`src/rtl/serial_tx4_pkg.sv`:
```
// serial_tx4_pkg -- shared types and constants for the serial_tx4 transmitter.
//   state_t     : frame sequencer states. PARITY exists only when
//                 SERIAL_TX4_PARITY_EN is defined, so the default build
//                 carries a 2-bit encoding with no parity state.
//   DATA_W      : parallel word width.
//   IDLE_LEVEL  : line level between frames.
//   START_BIT   : line level of the start bit.
//   STOP_BIT    : line level of the stop bit.
//   even_parity : even-parity helper, present only with SERIAL_TX4_PARITY_EN.
package serial_tx4_pkg;

  localparam int   DATA_W     = 4;
  localparam logic IDLE_LEVEL = 1'b0;
  localparam logic START_BIT  = 1'b1;
  localparam logic STOP_BIT   = 1'b0;

`ifdef SERIAL_TX4_PARITY_EN
  typedef enum logic [2:0] {IDLE, START, DATA, PARITY, STOP} state_t;

  function automatic logic even_parity(input logic [DATA_W-1:0] v);
    return ^v;
  endfunction
`else
  typedef enum logic [1:0] {IDLE, START, DATA, STOP} state_t;
`endif

endpackage

```
`src/rtl/serial_tx4_bit_timer.sv`:
```
// bit_timer -- bit-period divider for serial_tx4.
//   clk   : system clock
//   rst_n : asynchronous active-low reset
//   clear : hold the count at zero (line idle)
//   tick  : high in the last cycle of each CLKS_PER_BIT-cycle bit period
// The count runs 0..CLKS_PER_BIT-1 and wraps by itself, so consecutive bits
// (and back-to-back frames) need no re-synchronisation.
module bit_timer #(
  parameter int CLKS_PER_BIT = 1
) (
  input  logic clk,
  input  logic rst_n,
  input  logic clear,
  output logic tick
);

  localparam int               CNT_W = $clog2(CLKS_PER_BIT + 1);
  localparam logic [CNT_W-1:0] LAST  = CNT_W'(CLKS_PER_BIT - 1);
  localparam logic [CNT_W-1:0] ONE   = CNT_W'(1);

  logic [CNT_W-1:0] cnt;

  assign tick = (cnt == LAST);

  always_ff @(posedge clk or negedge rst_n) begin
    if (!rst_n) begin
      cnt <= '0;
    end else if (clear || tick) begin
      cnt <= '0;
    end else begin
      cnt <= cnt + ONE;
    end
  end

endmodule

```
`src/rtl/serial_tx4.sv`:
```
// serial_tx4 -- 4-bit framed serial transmitter.
//   Frame: start(1), d[0..3] LSB first, [even parity], stop(0); every bit
//   lasts CLKS_PER_BIT cycles. Optional parity bit: define SERIAL_TX4_PARITY_EN.
//   clk   : system clock
//   rst_n : asynchronous active-low reset
//   d     : parallel word, captured when a load is accepted
//   load  : frame request, accepted only while ready=1
//   ready : a load this cycle is accepted (idle, or last stop cycle)
//   a     : registered serial line, idle 0
//   busy  : frame in progress
//   done  : one-cycle pulse in the last stop cycle
//
// state  | meaning
// IDLE   | line idle, waiting for load
// START  | start bit on the line
// DATA   | data bit bit_idx on the line (shreg[0])
// PARITY | even-parity bit on the line (SERIAL_TX4_PARITY_EN only)
// STOP   | stop bit; last cycle may accept the next frame
module serial_tx4 #(
  parameter int CLKS_PER_BIT = 1
) (
  input  logic       clk,
  input  logic       rst_n,
  input  logic [3:0] d,
  input  logic       load,
  output logic       ready,
  output logic       a,
  output logic       busy,
  output logic       done
);

  import serial_tx4_pkg::*;

  state_t            state, state_d;
  logic [DATA_W-1:0] shreg, shreg_d;
  logic [1:0]        bit_idx, bit_idx_d;
  logic              a_d;
  logic              started;
  logic              tick;
  logic              accept;
`ifdef SERIAL_TX4_PARITY_EN
  logic              par, par_d;
`endif

  bit_timer #(.CLKS_PER_BIT(CLKS_PER_BIT)) u_bit_timer (
    .clk   (clk),
    .rst_n (rst_n),
    .clear (state == IDLE),
    .tick  (tick)
  );

  // started keeps ready low through reset and for the release edge itself.
  assign ready  = started && ((state == IDLE) || ((state == STOP) && tick));
  assign accept = load && ready;
  assign busy   = (state != IDLE);
  assign done   = (state == STOP) && tick;

  always_comb begin
    state_d   = state;
    shreg_d   = shreg;
    bit_idx_d = bit_idx;
`ifdef SERIAL_TX4_PARITY_EN
    par_d     = par;
`endif
    case (state)
      IDLE: begin
        if (accept) begin
          state_d = START;
          shreg_d = d;
`ifdef SERIAL_TX4_PARITY_EN
          par_d   = even_parity(d);
`endif
        end
      end
      START: begin
        if (tick) state_d = DATA;
      end
      DATA: begin
        if (tick) begin
          bit_idx_d = bit_idx + 2'd1;
          shreg_d   = shreg >> 1;
          if (bit_idx == 2'd3) begin
`ifdef SERIAL_TX4_PARITY_EN
            state_d = PARITY;
`else
            state_d = STOP;
`endif
          end
        end
      end
`ifdef SERIAL_TX4_PARITY_EN
      PARITY: begin
        if (tick) state_d = STOP;
      end
`endif
      STOP: begin
        if (tick) begin
          if (accept) begin
            state_d = START;
            shreg_d = d;
`ifdef SERIAL_TX4_PARITY_EN
            par_d   = even_parity(d);
`endif
          end else begin
            state_d = IDLE;
          end
        end
      end
      default: state_d = IDLE;
    endcase

    // The line is registered, so it is driven from the next-state view.
    a_d = IDLE_LEVEL;
    case (state_d)
      START:   a_d = START_BIT;
      DATA:    a_d = shreg_d[0];
`ifdef SERIAL_TX4_PARITY_EN
      PARITY:  a_d = par_d;
`endif
      STOP:    a_d = STOP_BIT;
      default: a_d = IDLE_LEVEL;
    endcase
  end

  always_ff @(posedge clk or negedge rst_n) begin
    if (!rst_n) begin
      state   <= IDLE;
      shreg   <= '0;
      bit_idx <= '0;
      a       <= IDLE_LEVEL;
      started <= 1'b0;
`ifdef SERIAL_TX4_PARITY_EN
      par     <= 1'b0;
`endif
    end else begin
      state   <= state_d;
      shreg   <= shreg_d;
      bit_idx <= bit_idx_d;
      a       <= a_d;
      started <= 1'b1;
`ifdef SERIAL_TX4_PARITY_EN
      par     <= par_d;
`endif
    end
  end

endmodule

```
`config.mk`:
```
export PLATFORM = sky130hd
export DESIGN_NAME = serial_tx4
export DESIGN_NICKNAME = d
export VERILOG_FILES = /design/src/rtl/serial_tx4_pkg.sv /design/src/rtl/serial_tx4_bit_timer.sv /design/src/rtl/serial_tx4.sv
export SDC_FILE = /design/constraint.sdc
export NUM_CORES = 1
export LEC_CHECK = 0
export ABC_AREA = 0
export ABC_CLOCK_PERIOD_IN_PS = 4600
export BUFFER_PORTS_ARGS = -buffer_cell sky130_fd_sc_hd__buf_2
export CAP_MARGIN = 40
export CELL_PAD_IN_SITES_DETAIL_PLACEMENT = 0
export CELL_PAD_IN_SITES_GLOBAL_PLACEMENT = 1
export CORE_MARGIN = 5
export CORE_UTILIZATION = 30
export DETAILED_ROUTE_END_ITERATION = 8
export GPL_TIMING_DRIVEN = 0
export PLACE_DENSITY_LB_ADDON = 0.1
export SLEW_MARGIN = 20
export SYNTH_ARGS = -nofsm -noshare
export SYNTH_HDL_FRONTEND = slang
export SYNTH_SLANG_ARGS = --single-unit
```
`constraint.sdc`:
```
create_clock -name clk -period 4.6 [get_ports clk]
set_input_delay 0.69 -clock clk [delete_from_list [all_inputs] [get_ports clk]]
set_output_delay 0.69 -clock clk [all_outputs]
set_load 0.1 [all_outputs]
```
# Word-level counts from Yosys, hierarchy flattened
# Index checks and enable logic that the tools add are counted.
[totals]
ff_bits = 11
in_bits = 7
[classes]
n_addsub = 2
n_eq_ne = 8
muxes = 13
n_bitwise = 1
reduce_logical = 10
[op_table]
columns = ["op", "n"]
rows = [
  ["two-way mux 4 bit", 3],
  ["case mux 4 bit (3 select lines)", 1],
  ["two-way mux 2 bit", 5],
  ["== test 2 bit, second input constant", 4],
  ["case mux 2 bit (4 select lines)", 1],
  ["== test 2 x 1 -> 1 bit, second input constant", 2],
  ["!= test 2 bit, second input constant", 2],
  ["logical AND 1 bit", 3],
  ["AND reduction 3 bit", 1],
  ["nonzero test 3 bit", 1],
  ["adder 2 x 1 -> 2 bit, second input constant", 1],
  ["logical NOT 2 bit", 1],
  ["logical OR 1 bit", 2],
  ["two-way mux 1 bit", 2],
  ["case mux 1 bit (2 select lines)", 1],
  ["AND reduction 2 bit", 1],
  ["nonzero test 2 bit", 1],
  ["adder 1 bit, second input constant", 1],
  ["NOT 1 bit", 1],
]

# Logic depth before layout (Yosys ltp)
[logic_depth]
ltp_word = 10
depth_mapped = 9
mapped_depth_nobuf = 8

# Modules after synthesis
# Synthesis repeated with hierarchy kept, for this count alone.
[unflattened]
hier_cells = 60
area_unflattened_um2 = 608.1
[modules_own_cells]
columns = ["mod", "n_inst", "cells_each", "area_per_inst_um2"]
rows = [
  ["serial_tx4", 1, 57, 575.6],
  ["bit_timer", 1, 3, 32.5],
]

# Least setup slack after synthesis
# Ideal clock, no wire load.
[synth_timing]
kind = "flip-flop to output port"
start = "register u_bit_timer.cnt"
end = "output ready"
arrival_ps = 1725
t_required_ps = 3910
setup_slack_ps = 2185
path_stages_with_launch = 3
path_cell_list = "dfrtp_1 > and3b_4 > o21a_1"
[synth_between]
elab_chain_cells = 4
[synth_rtl]
columns = ["element", "line_no", "text"]
rows = [
  ["from (decl)", "serial_tx4_bit_timer.sv:21", "logic [CNT_W-1:0] cnt;"],
  ["from (signal assigned)", "serial_tx4_bit_timer.sv:31", "cnt <= cnt + ONE;"],
  ["NOT 1 bit (no source line)", "--", ""],
  ["logical AND 1 bit", "--", ""],
  ["net done", "serial_tx4.sv:29", "output logic done"],
  ["logical OR 1 bit", "serial_tx4.sv:53", "assign ready = started && ((state == IDLE) || ((state == STOP) && tick));"],
  ["logical AND 1 bit", "serial_tx4.sv:53", ""],
  ["to (decl)", "serial_tx4.sv:26", "output logic ready,"],
]
# The timed path passes the listed nets, and every way through them passes these cells.

# Final worst setup path
[layout_timing]
start = "register u_bit_timer.cnt"
end = "output ready"
[layout_between]
elab_chain_cells = 4
[layout_rtl]
columns = ["element", "line_no"]
rows = [
  ["NOT 1 bit (no source line)", "--"],
  ["logical AND 1 bit", "serial_tx4.sv:53"],
  ["logical OR 1 bit", "serial_tx4.sv:53"],
  ["logical AND 1 bit", "serial_tx4.sv:53"],
]
# Every way passes these cells.

==> impl_metrics.env <==
export IMPL_status="finished clean"
export IMPL_crit_path_max_fanout=6
export IMPL_fillers=204
export IMPL_dr_total_vias=404
export IMPL_die_area_mm2=0.00296
export IMPL_fin_util_pct=36.5
export IMPL_netlist_instances=54
export IMPL_post_cts_buffers=0
export IMPL_ir_drop_mv=0.274
export IMPL_area_growth_pct=18.6
export IMPL_min_path_type="in2async"
export IMPL_reg2regPathDepth=6
export IMPL_grt_overflow=0
export IMPL_grt_pass1_vias=372
export IMPL_endpoint="ready"
export IMPL_post_route_drc_count=0
export IMPL_cts_sinks=11
export IMPL_first_iter_violations=9
export IMPL_postRouteAntennaNets=0
export IMPL_synth_fp_nets=64
export IMPL_timing_final_crit_share_pct=48.8
export IMPL_antenna_cells=0
export IMPL_h_tree_depth=1
export IMPL_cts_resized=0
export IMPL_synth_async_reset_ratio_pct=100
export IMPL_critPathLaunchType="register"
export IMPL_yosysTopAreaCellShare_pct=46.5
export IMPL_core_area_mm2=0.00192
export IMPL_track_usage_pct=9.57
export IMPL_layout_commonest_cell="dfrtp_1"
export IMPL_syn_cell_area_um2=592
export IMPL_post_dp_hpwl_um=813
export IMPL_grt_pass1_wl_um=1840
export IMPL_wl_per_cell_um=11.6
export IMPL_io_pins=11
export IMPL_finalCriticalPeriod_ps=2250
export IMPL_setup_worst_path_start="u_bit_timer.cnt$_DFF_PN0_"
export IMPL_final_cell_mix="dfrtp_1, buf_2, inv_1, nand2_1"
export IMPL_synth_area_leaders="dfrtp_1, ha_1, a221oi_2, a22o_1, nand2b_1"
export IMPL_power_mw=0.507
export IMPL_reg2reg_from="u_bit_timer.cnt$_DFF_PN0_"
export IMPL_synth_edf_count=0
export IMPL_die_w_um=54.4
export IMPL_ys_seq_area_share_pct=46.5
export IMPL_slew_violations=0
export IMPL_crit_type="reg2out"
export IMPL_crit_path_end_kind="primary output"
export IMPL_drt_pass1_iter_count=4
export IMPL_seq_area_um2=275
export IMPL_rsz0062_at_grt="false"
export IMPL_max_freq_mhz=445
export IMPL_leakage_nw=0.351
export IMPL_gp_congestion=0.668
export IMPL_slew_headroom_pct=66.3
export IMPL_drt_total_wl_um=1100
export IMPL_cts_tree="done"
export IMPL_synth_flop_cell="dfrtp_1"
export IMPL_antenna_found_initial=0
export IMPL_ys_warn_count=0
export IMPL_clk_latency_ps=270
export IMPL_die_h_um=54.4
export IMPL_synth_seq_cells=11
export IMPL_required_ps=3910
export IMPL_nets=79
export IMPL_cts_buffer_depth=2
export IMPL_clk_pin_slew_worst_paths_ps=80
export IMPL_cts_root_buffer="clkbuf_4"
export IMPL_cts_buffers=3
export IMPL_grt_start_max_net_pins=12
export IMPL_synth_distinct_cells=26
export IMPL_yosysTopAreaCell="dfrtp_1"
export IMPL_power_density_mw_per_mm2=722
export IMPL_finalSetupTns_ps=0
export IMPL_avgSynthCellArea_um2=11.0
export IMPL_reg2reg_to="a$_DFF_PN0_"
export IMPL_fin_skew_ps=4.10
export IMPL_portBuffers=10
export IMPL_initial_core_util_pct=30.8
export IMPL_drive_gt1_share_pct=29.4
export IMPL_multi_input_area_um2=290
export IMPL_final_hold_viol_count=0
export IMPL_tightest_slew_ps=504
export IMPL_r2r_slack_ps=2750
export IMPL_setup_viol=0
export IMPL_viasPerCell=4.25
export IMPL_max_cap_violations=0
export IMPL_hold_buffers=0
export IMPL_row_count=16
export IMPL_arrival_ps=1560
## power by group
part           total [mW]  internal, mW  switching, mW
registers           0.160         0.134         0.0255
logic               0.279        0.0958          0.183
clock network      0.0678        0.0335         0.0343
total               0.507         0.264          0.243
## cells by family after synthesis
family	count (synthesis)	share of synthesized area, %
and+or+nand+nor	17	16.7
AOI/OAI and AO/OA	13	19.9
DFF	11	46.5
buffers and inverters	5	4.44
adders and majority gates	3	6.34
other	2	1.27
xor gates and xnor gates	2	2.96
muxes	1	1.90
## through the flow
stage | hold slack (ps) | setup WS, ps | instances | cell area, µm²
2_1_floorplan | 394 | 2180 | 54 | 592
3_3_place_gp | 459 | 2640 | 91 | 676
3_5_place_dp | 470 | 2650 | 91 | 676
4_1_cts | 286 | 2340 | 95 | 702
5_1_grt | 287 | 2270 | 95 | 702
6_report | 281 | 2350 | 95 | 702
## Yosys cell counts, types with 2 or more instances
cell,count
dfrtp_1,11
ha_1,3
a21o_1,2
a221oi_2,2
a22o_1,3
and2_1,2
conb_1,2
nand2_1,4
inv_1,4
nor2_1,3
nand2b_1,3
## final cells by class
type                            count  area share (%)
Buffer                              1            1.60
Clock buffer                        4            3.74
Inverter                            4            2.14
Multi-Input combinational cell     38            41.4
Sequential cell                    11            39.2
Tap cell                           27            4.81
Timing Repair Buffer               10            7.13
## worst min-delay path by stage
stage | from | end | slack [ps] | cells past startpoint
floorplan | rst_n | a$_DFF_PN0_ | 390 | 0
global placement | shreg[2]$_DFFE_PN0P_ | shreg[2]$_DFFE_PN0P_ | 460 | 1
detailed placement | shreg[2]$_DFFE_PN0P_ | shreg[2]$_DFFE_PN0P_ | 470 | 1
CTS | rst_n | a$_DFF_PN0_ | 290 | 1
global route | rst_n | bit_idx[1]$_DFFE_PN0P_ | 290 | 1
finish | rst_n | a$_DFF_PN0_ | 280 | 1
## registers in the layout, summed over array words and instances (netlist names)
| name | cells |
|---|---|
| bit_idx | 2 |
| shreg | 4 |
| state | 2 |
| started | 1 |
| u_bit_timer.cnt | 1 |
| a | 1 |
## metal layers
layer	wire, µm	GRT usage, %
met2	427	11.6
met1	582	13.4
met5	0	0
met3	63	3.27
met4	26	7.47
## worst max-delay path, cell delays in order (launching register included)
cell and delay [ps]:
dfrtp_1 430, and3b_4 330, o21a_1 120, buf_2 410
Note: power is estimated with default switching activity, not from simulation.
